===== config.mk =====
export PLATFORM = sky130hd
export DESIGN_NAME = detokenizer_flat
export DESIGN_NICKNAME = d
export VERILOG_FILES = /design/src/rtl/rag_tok_pkg.sv /design/src/rtl/detokenizer_if.sv /design/src/rtl/detokenizer_vocab_entry_decode.sv /design/src/rtl/detokenizer.sv /design/src/flat_wrapper.sv
export SDC_FILE = /design/constraint.sdc
export NUM_CORES = 2
export LEC_CHECK = 0
export BUFFER_PORTS_ARGS = -buffer_cell sky130_fd_sc_hd__buf_4
export CELL_PAD_IN_SITES_DETAIL_PLACEMENT = 1
export CELL_PAD_IN_SITES_GLOBAL_PLACEMENT = 2
export CORE_MARGIN = 5
export CORE_UTILIZATION = 28
export DETAILED_ROUTE_END_ITERATION = 12
export GPL_TIMING_DRIVEN = 0
export PLACE_DENSITY = 0.77
export SYNTH_ARGS = -nofsm -noshare
export SYNTH_HDL_FRONTEND = slang
export SYNTH_SLANG_ARGS = --single-unit

===== constraint.sdc =====
create_clock -name clk -period 2.69 [get_ports clk]
set_input_delay 0.538 -clock clk [delete_from_list [all_inputs] [get_ports clk]]
set_output_delay 0.538 -clock clk [all_outputs]
set_load 0.02 [all_outputs]

===== src/rtl/rag_tok_pkg.sv =====
// Token ID constants and vocabulary entry layout shared by the tokenizer and detokenizer.
// UNK_MARK_ENTRY is only referenced when DETOK_UNK_MARK_EN is defined.
package rag_tok_pkg;

    localparam logic [31:0] TOK_PAD = 32'd0;
    localparam logic [31:0] TOK_UNK = 32'd100;
    localparam logic [31:0] TOK_CLS = 32'd101;
    localparam logic [31:0] TOK_SEP = 32'd102;

    localparam logic [31:0] VOCAB_BASE_DEFAULT = 32'h2000;

    // Entry layout: byte 0 = len, bytes 1..len = characters; "##" prefix marks a continuation.
    localparam int         ENTRY_LEN_IDX   = 0;
    localparam int         ENTRY_CHAR_IDX  = 1;
    localparam int         ENTRY_CONT_SKIP = 3;
    localparam logic [7:0] CONT_MARK       = 8'h23;
    localparam logic [7:0] SPACE_CHAR      = 8'h20;

    // Synthetic entry for "[UNK]" in the same layout, byte 1 in bits [15:8].
    localparam logic [47:0] UNK_MARK_ENTRY = {8'h5D, 8'h4B, 8'h4E, 8'h55, 8'h5B, 8'd5};

    function automatic logic is_skip_id(input logic [31:0] id);
        return (id == TOK_PAD) || (id == TOK_CLS) || (id == TOK_SEP);
    endfunction

endpackage


===== src/rtl/detokenizer_if.sv =====
// Bundle of the detokenizer control, token, text and vocabulary memory signals.
// Streams: a beat transfers on a clock edge where valid && ready; valid-side data holds until then.
interface detokenizer_if #(
    parameter int BUS_WIDTH = 512
);
    logic                 start;
    logic                 busy;
    logic                 done;
    logic [31:0]          tok_id;
    logic                 tok_valid;
    logic                 tok_last;
    logic                 tok_ready;
    logic [7:0]           text_byte;
    logic                 text_valid;
    logic                 text_ready;
    logic                 mem_rd_en;
    logic [31:0]          mem_rd_addr;
    logic [BUS_WIDTH-1:0] mem_rd_data;
    logic                 mem_rd_valid;

    modport slave (
        input  start, tok_id, tok_valid, tok_last, text_ready, mem_rd_data, mem_rd_valid,
        output busy, done, tok_ready, text_byte, text_valid, mem_rd_en, mem_rd_addr
    );

    modport master (
        output start, tok_id, tok_valid, tok_last, text_ready, mem_rd_data, mem_rd_valid,
        input  busy, done, tok_ready, text_byte, text_valid, mem_rd_en, mem_rd_addr
    );

endinterface


===== src/rtl/detokenizer_vocab_entry_decode.sv =====
// Combinational view of one vocabulary entry: clamped length, continuation flag, byte k.
module vocab_entry_decode
    import rag_tok_pkg::*;
#(
    parameter  int BUS_WIDTH = 512,
    localparam int BYTES     = BUS_WIDTH / 8,
    localparam int KW        = $clog2(BYTES)
) (
    input  logic [BUS_WIDTH-1:0] entry_i,
    input  logic [KW-1:0]        k_i,
    output logic [KW-1:0]        len_o,
    output logic                 cont_o,
    output logic [7:0]           byte_o
);

    logic [7:0] len_raw;

    always_comb begin
        len_raw = entry_i[ENTRY_LEN_IDX*8 +: 8];
        len_o   = (len_raw > 8'(BYTES - 1)) ? KW'(BYTES - 1) : len_raw[KW-1:0];
        cont_o  = (entry_i[ENTRY_CHAR_IDX*8 +: 8] == CONT_MARK) &&
                  (entry_i[(ENTRY_CHAR_IDX+1)*8 +: 8] == CONT_MARK);
        byte_o  = entry_i[{k_i, 3'b000} +: 8];
    end

endmodule


===== src/rtl/detokenizer.sv =====
// WordPiece token IDs in, reconstructed text bytes out, one vocabulary read per printable token.
// Optional: DETOK_UNK_MARK_EN emits literal "[UNK]" for out-of-range IDs instead of fetching UNK.
module detokenizer
    import rag_tok_pkg::*;
#(
    parameter int unsigned VOCAB_SIZE = 30522,
    parameter int          BUS_WIDTH  = 512,
    parameter logic [31:0] VOCAB_BASE = VOCAB_BASE_DEFAULT
) (
    input  logic              clk,
    input  logic              rst,
    detokenizer_if.slave      bus,
    output logic [2:0]        dbg_state_o
);

    localparam int BYTES = BUS_WIDTH / 8;
    localparam int KW    = $clog2(BYTES);

    typedef enum logic [2:0] {
        S_IDLE, S_ACCEPT, S_FETCH, S_WAIT, S_SPACE, S_CHARS, S_DONE
    } state_e;

    state_e               state_q, state_d;
    logic [31:0]          id_q, id_d;
    logic                 last_q, last_d;
    logic [BUS_WIDTH-1:0] entry_q, entry_d;
    logic [KW-1:0]        k_q, k_d;
    logic                 word_started_q, word_started_d;

    logic [BUS_WIDTH-1:0] dec_entry;
    logic [KW-1:0]        dec_len;
    logic                 dec_cont;
    logic [7:0]           dec_byte;

    // The response is decoded in the same cycle it arrives; afterwards the latched copy is used.
    assign dec_entry = (state_q == S_WAIT) ? bus.mem_rd_data : entry_q;

    vocab_entry_decode #(.BUS_WIDTH(BUS_WIDTH)) u_decode (
        .entry_i (dec_entry),
        .k_i     (k_q),
        .len_o   (dec_len),
        .cont_o  (dec_cont),
        .byte_o  (dec_byte)
    );

    always_ff @(posedge clk) begin
        if (rst) begin
            state_q        <= S_IDLE;
            id_q           <= '0;
            last_q         <= 1'b0;
            entry_q        <= '0;
            k_q            <= '0;
            word_started_q <= 1'b0;
        end else begin
            state_q        <= state_d;
            id_q           <= id_d;
            last_q         <= last_d;
            entry_q        <= entry_d;
            k_q            <= k_d;
            word_started_q <= word_started_d;
        end
    end

    always_comb begin
        state_d        = state_q;
        id_d           = id_q;
        last_d         = last_q;
        entry_d        = entry_q;
        k_d            = k_q;
        word_started_d = word_started_q;
        case (state_q)
            S_IDLE: begin
                if (bus.start) begin
                    word_started_d = 1'b0;
                    state_d        = S_ACCEPT;
                end
            end
            S_ACCEPT: begin
                if (bus.tok_valid) begin
                    last_d = bus.tok_last;
                    if (is_skip_id(bus.tok_id)) begin
                        state_d = bus.tok_last ? S_DONE : S_ACCEPT;
                    end else if (bus.tok_id >= VOCAB_SIZE) begin
`ifdef DETOK_UNK_MARK_EN
                        entry_d = BUS_WIDTH'(UNK_MARK_ENTRY);
                        k_d     = KW'(ENTRY_CHAR_IDX);
                        state_d = word_started_q ? S_SPACE : S_CHARS;
`else
                        id_d    = TOK_UNK;
                        state_d = S_FETCH;
`endif
                    end else begin
                        id_d    = bus.tok_id;
                        state_d = S_FETCH;
                    end
                end
            end
            S_FETCH: state_d = S_WAIT;
            S_WAIT: begin
                if (bus.mem_rd_valid) begin
                    entry_d = bus.mem_rd_data;
                    k_d     = dec_cont ? KW'(ENTRY_CONT_SKIP) : KW'(ENTRY_CHAR_IDX);
                    if (k_d > dec_len) begin
                        state_d = last_q ? S_DONE : S_ACCEPT;
                    end else if (word_started_q && !dec_cont) begin
                        state_d = S_SPACE;
                    end else begin
                        state_d = S_CHARS;
                    end
                end
            end
            S_SPACE: begin
                if (bus.text_ready) state_d = S_CHARS;
            end
            S_CHARS: begin
                if (bus.text_ready) begin
                    k_d            = k_q + 1'b1;
                    word_started_d = 1'b1;
                    if (k_q == dec_len) state_d = last_q ? S_DONE : S_ACCEPT;
                end
            end
            S_DONE:  state_d = S_IDLE;
            default: state_d = S_IDLE;
        endcase
    end

    assign bus.busy        = (state_q != S_IDLE);
    assign bus.done        = (state_q == S_DONE);
    assign bus.tok_ready   = (state_q == S_ACCEPT);
    assign bus.text_valid  = (state_q == S_SPACE) || (state_q == S_CHARS);
    assign bus.text_byte   = (state_q == S_SPACE) ? SPACE_CHAR :
                             (state_q == S_CHARS) ? dec_byte : 8'h00;
    assign bus.mem_rd_en   = (state_q == S_FETCH);
    assign bus.mem_rd_addr = (state_q == S_FETCH) ? (VOCAB_BASE + id_q * 32'(BYTES)) : 32'h0;
    assign dbg_state_o     = state_q;

endmodule


===== src/flat_wrapper.sv =====
// flat-port wrapper written by rule: the top's interface ports become plain ports
module detokenizer_flat import rag_tok_pkg::*;
#(
    parameter int unsigned VOCAB_SIZE = 30522,
    parameter int          BUS_WIDTH  = 512,
    parameter logic [31:0] VOCAB_BASE = VOCAB_BASE_DEFAULT
)
  (clk, rst, dbg_state_o, bus_start, bus_tok_id, bus_tok_valid, bus_tok_last, bus_text_ready, bus_mem_rd_data, bus_mem_rd_valid, bus_busy, bus_done, bus_tok_ready, bus_text_byte, bus_text_valid, bus_mem_rd_en, bus_mem_rd_addr);
  detokenizer_if #(.BUS_WIDTH(BUS_WIDTH)) bus_i ();
  input  logic clk;
  input  logic rst;
  output logic [2:0] dbg_state_o;
  input wire logic [$bits(bus_i.start)-1:0] bus_start;
  input wire logic [$bits(bus_i.tok_id)-1:0] bus_tok_id;
  input wire logic [$bits(bus_i.tok_valid)-1:0] bus_tok_valid;
  input wire logic [$bits(bus_i.tok_last)-1:0] bus_tok_last;
  input wire logic [$bits(bus_i.text_ready)-1:0] bus_text_ready;
  input wire logic [$bits(bus_i.mem_rd_data)-1:0] bus_mem_rd_data;
  input wire logic [$bits(bus_i.mem_rd_valid)-1:0] bus_mem_rd_valid;
  output wire logic [$bits(bus_i.busy)-1:0] bus_busy;
  output wire logic [$bits(bus_i.done)-1:0] bus_done;
  output wire logic [$bits(bus_i.tok_ready)-1:0] bus_tok_ready;
  output wire logic [$bits(bus_i.text_byte)-1:0] bus_text_byte;
  output wire logic [$bits(bus_i.text_valid)-1:0] bus_text_valid;
  output wire logic [$bits(bus_i.mem_rd_en)-1:0] bus_mem_rd_en;
  output wire logic [$bits(bus_i.mem_rd_addr)-1:0] bus_mem_rd_addr;
  assign bus_i.start = bus_start;
  assign bus_i.tok_id = bus_tok_id;
  assign bus_i.tok_valid = bus_tok_valid;
  assign bus_i.tok_last = bus_tok_last;
  assign bus_i.text_ready = bus_text_ready;
  assign bus_i.mem_rd_data = bus_mem_rd_data;
  assign bus_i.mem_rd_valid = bus_mem_rd_valid;
  assign bus_busy = bus_i.busy;
  assign bus_done = bus_i.done;
  assign bus_tok_ready = bus_i.tok_ready;
  assign bus_text_byte = bus_i.text_byte;
  assign bus_text_valid = bus_i.text_valid;
  assign bus_mem_rd_en = bus_i.mem_rd_en;
  assign bus_mem_rd_addr = bus_i.mem_rd_addr;
  detokenizer #(.VOCAB_SIZE(VOCAB_SIZE), .BUS_WIDTH(BUS_WIDTH), .VOCAB_BASE(VOCAB_BASE)) u_core (.clk(clk), .rst(rst), .bus(bus_i), .dbg_state_o(dbg_state_o));
endmodule

==> flow_summary_export.csv <==
group,metric,value,unit
setup_path,critPathArrivalTime,3.85,ns
setup_path,crit_cells,11,
pwr,p_leak,14.3,nW
logic_synthesis,synthFlopType,"sky130_fd_sc_hd__dfxtp_1",
floorplanning,start_util,28.2,%
final_layout,final_layout_size_suffix_gt1_share,29.4,%
floorplanning,std_cell_rows,117,
logic_synthesis,post_synth_num_cell_types,72,
drt,drt_pre_antenna_iters,6,
global_routing,global_route_wire_length_before_repair,275000,um
setup_path,path_delay_family,"compound AO/OA/AOI/OAI gates",
setup_path,critical_path.cell_chain,"nand3b_1 -> buf_6 -> buf_6 -> clkbuf_8 -> nand2_1 -> a31oi_4 -> a211oi_2 -> o211ai_1 -> nand4_1 -> nand2_2 -> buf_6",
floorplanning,die_h,331,um
floorplanning,die_x,331,um
floorplanning,boundary_pins,599,
setup_path,critPathBufInv,4,
global_routing,number_of_global_route_vias_before_repair,35036,
setup_path,critical_path.slowest_cell,"sky130_fd_sc_hd__o211ai_1",
logic_synthesis,synth_largest_area_cell,"sky130_fd_sc_hd__dfxtp_1",
setup_path,crit_start,"u_core.dbg_state_o[2]$_SDFFE_PP0P_",
global_routing,grt_usage,35.9,%
logic_synthesis,synth_top_area_share,38.1,%
flow_run,drv_cap,0,
sta,final_critical_path_setup_slack,-1.69,ns
floorplanning,floorplan.core_area,102000,um2
placement,numPlacedInstances,5843,
drt,route.antenna.remaining_nets,0,
final_layout,layout_stage_area_growth_over_the_synthesis_result,44.8,%
placement,placement.setup.worst_slack,-2.88,ns
clocking,clock_tree.root_cell,"sky130_fd_sc_hd__clkbuf_16",
floorplanning,die-area,109000,um2
logic_synthesis,synth_top_cells_by_area,"sky130_fd_sc_hd__dfxtp_1 38%, sky130_fd_sc_hd__nand2_1 19%, sky130_fd_sc_hd__a21oi_1 11%, sky130_fd_sc_hd__mux4_2 5.9%, sky130_fd_sc_hd__mux2i_1 5.2%",
setup_path,endpoint_kind,"primary output",
clocking,cts_buffers,72,
placement,place.gp.congestion,0.985,
setup_path,crit_path_frequent_cell,"sky130_fd_sc_hd__buf_6",
sta,hold_viol,0,
logic_synthesis,postSynthRegisterBits,549,
placement,dp.final_hpwl,151000,um
sta,finalCritPeriodShare,163,%
setup_path,crit_required,2.15,ns
setup_path,worstPathMaxFanout,10,
logic_synthesis,synth_sequential_area_ratio,38.1,%
sta,worst_margin_slew,1.19,ns
clocking,hold_bufs_at_cts,0,
sta,layout_min_cycle_time,4.38,ns
setup_path,worst-setup-path-type,"reg -> out",
sta,final-max-slew-violation-count,0,
sta,max_freq,228,MHz
clocking,count_of_h_tree_levels_built_during_cts,3,
placement,numPortBuffers,591,
setup_path,cp-start-kind,"flip-flop",
sta,finalSetupViolations,41,
drt,drt-total-wl,206000,um
drt,dr_total_vias,35700,
placement,placed_cell_area,35200,um2
sta,timing.slew.headroom,20.4,%
clocking,clockBufferDepth,3,
setup_path,worst-r2r-cell-count,18,
pwr,power.total,0.0227,W
setup_path,reg2reg_from,"u_core.dbg_state_o[0]$_SDFFE_PP0P_",
status,run_status,"finished with violations",
pwr,max-vdd-ir-drop,371,uV
min_path,timing.hold.worst.class,"in -> reg",
min_path,hold-path-cell-count,2,
sta,setup_repair_after_global_routing_missed_its_margin,"yes",
drt,drtIter0Drc,4163,
pwr,pwr_density_cell,543,nW/um2
logic_synthesis,synth-edff-count,0,
setup_path,worst_path_largest_cell_delay,0.68,ns
final_layout,post_layout_nonfiller_instances,6118,
clocking,cts.sink_count,549,
logic_synthesis,yosysWarnings,0,
logic_synthesis,syn_avg_cell_area,7.43,um2
logic_synthesis,synthesized_instance_count,3877,
clocking,cts_tree,"done",
final_layout,layout.cell_area.non_filler,41700,um2
clocking,clk_pin_slew,0.06,ns
logic_synthesis,syn-cell-area,28800,um2
global_routing,grt_antenna_before_repair,36,
global_routing,grt_overflow,0,
clocking,clkLatencyLatePin,0.65,ns
logic_synthesis,asyncSetResetFlopFracSynth,0,%
drt,vias_per_cell,5.84,
sta,worst_clock_skew,0.0275,ns
drt,drt-wirelength-per-cell,33.8,um
drt,drc,0,
min_path,holdCritStartpoint,"bus_start",
final_layout,design.final.nets,5223,
status,violations,"negative setup slack",
global_routing,largest_net_degree_at_the_start_of_global_routing,12,
## where the power goes
| part | switching, W | internal [W] | leakage (nW) |
|---|---|---|---|
| Sequential | 0.0000945 | 0.00828 | 4.43 |
| Clock | 0.00417 | 0.00579 | 1.17 |
| Combinational | 0.00257 | 0.00177 | 8.70 |
## placed cells by master (no fill, tap or decap), types with 18 or more instances in the layout
cell type,Yosys,final
sky130_fd_sc_hd__clkbuf_8,0,43
sky130_fd_sc_hd__clkbuf_2,0,88
sky130_fd_sc_hd__clkbuf_1,218,85
sky130_fd_sc_hd__o21ai_0,41,23
sky130_fd_sc_hd__nand3_1,99,85
sky130_fd_sc_hd__a31oi_1,49,37
sky130_fd_sc_hd__buf_12,0,32
sky130_fd_sc_hd__buf_16,0,24
sky130_fd_sc_hd__buf_6,11,63
sky130_fd_sc_hd__nor2_1,73,39
sky130_fd_sc_hd__diode_2,0,27
sky130_fd_sc_hd__a21oi_1,631,618
sky130_fd_sc_hd__mux2i_1,149,137
sky130_fd_sc_hd__mux4_2,75,75
sky130_fd_sc_hd__nor2_4,0,30
sky130_fd_sc_hd__buf_2,65,18
sky130_fd_sc_hd__buf_4,31,662
sky130_fd_sc_hd__a211oi_1,52,43
sky130_fd_sc_hd__nand2_1,1435,1421
sky130_fd_sc_hd__a22oi_1,25,21
sky130_fd_sc_hd__dfxtp_1,549,540
sky130_fd_sc_hd__o22ai_1,50,44
sky130_fd_sc_hd__nand4_1,21,21
sky130_fd_sc_hd__clkbuf_16,0,84
sky130_fd_sc_hd__buf_8,1,18
sky130_fd_sc_hd__and4b_1,21,21
sky130_fd_sc_hd__clkbuf_4,0,38
## per-stage QoR
| step | TNS, ns | hold WS, ns | utilization [%] |
|---|---|---|---|
| after global routing | -22.87 | 0.103 | 40.8 |
| after floorplan | -0.138 | 0.432 | - |
| final | -22.12 | 0.0991 | 40.9 |
| after detailed placement | -342.24 | 0.446 | 34.5 |
| after global placement | -315.74 | 0.439 | 34.4 |
| after CTS | -20.80 | 0.0771 | 39.7 |
## repair_timing
action	4_1_cts	5_1_grt
resized for setup	629	215
endpoints found under the setup margin	577	487
pin swaps	39	63
buffers inserted	69	51
gates cloned	5	2
## kinds of logic (layout without fill, tap and decap cells)
kind of cell	count (synthesis)	count (layout)	synth area share, %
flip-flops	549	549	38.1
AND/OR/NAND/NOR	1782	1782	25.6
other	1	33	0.0130
buffers and inverters	349	1190	5.56
multiplexers	229	229	11.2
adder cells (fa/ha/maj)	3	3	0.130
AO/OA/AOI/OAI	943	943	18.7
XOR/XNOR	21	21	0.638
## sequential cells by signal, summed over array words and instances (netlist names)
signal and flops:
u_core.word_started_q 1, u_core.dbg_state_o 3, u_core.entry_q 512, u_core.last_q 1, u_core.k_q 6, u_core.id_q 26
## cells in the mapped netlist, types with 4 or more instances
cell type / instances
sky130_fd_sc_hd__mux2_2: 5
sky130_fd_sc_hd__xor2_1: 13
sky130_fd_sc_hd__buf_2: 65
sky130_fd_sc_hd__clkbuf_1: 218
sky130_fd_sc_hd__nand2_1: 1435
sky130_fd_sc_hd__o221ai_1: 6
sky130_fd_sc_hd__or2_2: 5
sky130_fd_sc_hd__or4_1: 4
sky130_fd_sc_hd__mux4_2: 75
sky130_fd_sc_hd__and3_1: 15
sky130_fd_sc_hd__buf_1: 10
sky130_fd_sc_hd__buf_6: 11
sky130_fd_sc_hd__nor4b_1: 8
sky130_fd_sc_hd__nand3_1: 99
sky130_fd_sc_hd__a211oi_1: 52
sky130_fd_sc_hd__inv_1: 11
sky130_fd_sc_hd__nor3_1: 15
sky130_fd_sc_hd__nor4_1: 32
sky130_fd_sc_hd__and2_1: 15
sky130_fd_sc_hd__a311oi_1: 10
sky130_fd_sc_hd__a2111oi_0: 6
sky130_fd_sc_hd__buf_4: 31
sky130_fd_sc_hd__o211ai_1: 7
sky130_fd_sc_hd__a32oi_1: 6
sky130_fd_sc_hd__dfxtp_1: 549
sky130_fd_sc_hd__a22oi_1: 25
sky130_fd_sc_hd__a21oi_1: 631
sky130_fd_sc_hd__or3_1: 12
sky130_fd_sc_hd__o311ai_0: 8
sky130_fd_sc_hd__a221oi_1: 13
sky130_fd_sc_hd__a31oi_1: 49
sky130_fd_sc_hd__nand2b_1: 8
sky130_fd_sc_hd__o21ai_0: 41
sky130_fd_sc_hd__and4b_1: 21
sky130_fd_sc_hd__o2111ai_1: 10
sky130_fd_sc_hd__xnor2_1: 8
sky130_fd_sc_hd__nor2_1: 73
sky130_fd_sc_hd__nand4_1: 21
sky130_fd_sc_hd__nor2b_1: 5
sky130_fd_sc_hd__o41ai_1: 6
sky130_fd_sc_hd__o22ai_1: 50
sky130_fd_sc_hd__mux2i_1: 149
## worst reg2reg max path, stage by stage (launching register included)
cell and delay, ns:
sky130_fd_sc_hd__dfxtp_4 0.37, sky130_fd_sc_hd__and3b_1 0.20, sky130_fd_sc_hd__buf_6 0.15, sky130_fd_sc_hd__buf_12 0.15, sky130_fd_sc_hd__buf_16 0.15, sky130_fd_sc_hd__buf_4 0.15
sky130_fd_sc_hd__buf_6 0.13, sky130_fd_sc_hd__buf_16 0.15, sky130_fd_sc_hd__buf_16 0.18, sky130_fd_sc_hd__buf_16 0.20, sky130_fd_sc_hd__buf_8 0.13, sky130_fd_sc_hd__nor2_2 0.10
sky130_fd_sc_hd__o21ai_1 0.09, sky130_fd_sc_hd__ha_1 0.33, sky130_fd_sc_hd__nand2_2 0.09, sky130_fd_sc_hd__o2111ai_4 0.18, sky130_fd_sc_hd__o21a_1 0.24, sky130_fd_sc_hd__a221oi_2 0.19
sky130_fd_sc_hd__o211ai_1 0.13
## final timing paths
check | to | slack (ns)
hold reg to reg | u_core.entry_q[75]$_SDFFE_PP0P_ | 0.45
setup / recovery | bus_text_byte[6] | -1.69
hold / removal | u_core.word_started_q$_SDFFE_PP0P_ | 0.1
setup reg to reg | u_core.dbg_state_o[2]$_SDFFE_PP0P_ | -0.73
## per-layer routing
metal | global-route usage (%) | wire [um] | vias up
met5 | 0 | 116 | -
met4 | 20.0 | 13900 | 18
met3 | 12.5 | 24500 | 592
met2 | 55.7 | 90700 | 2222
met1 | 43.4 | 77300 | 17772
li1 | - | - | 15096
## cell type report
cell class	count	area (um2)
Fill cell	12334	60300
Multi-Input combinational cell	2984	17600
Sequential cell	549	11000
Timing Repair Buffer	718	6030
Buffer	331	2930
Clock buffer	108	2180
Tap cell	1368	1710
Clock inverter	20	164
Antenna cell	27	67.6
Inverter	13	53.8
(Power assumes the default switching activity.)
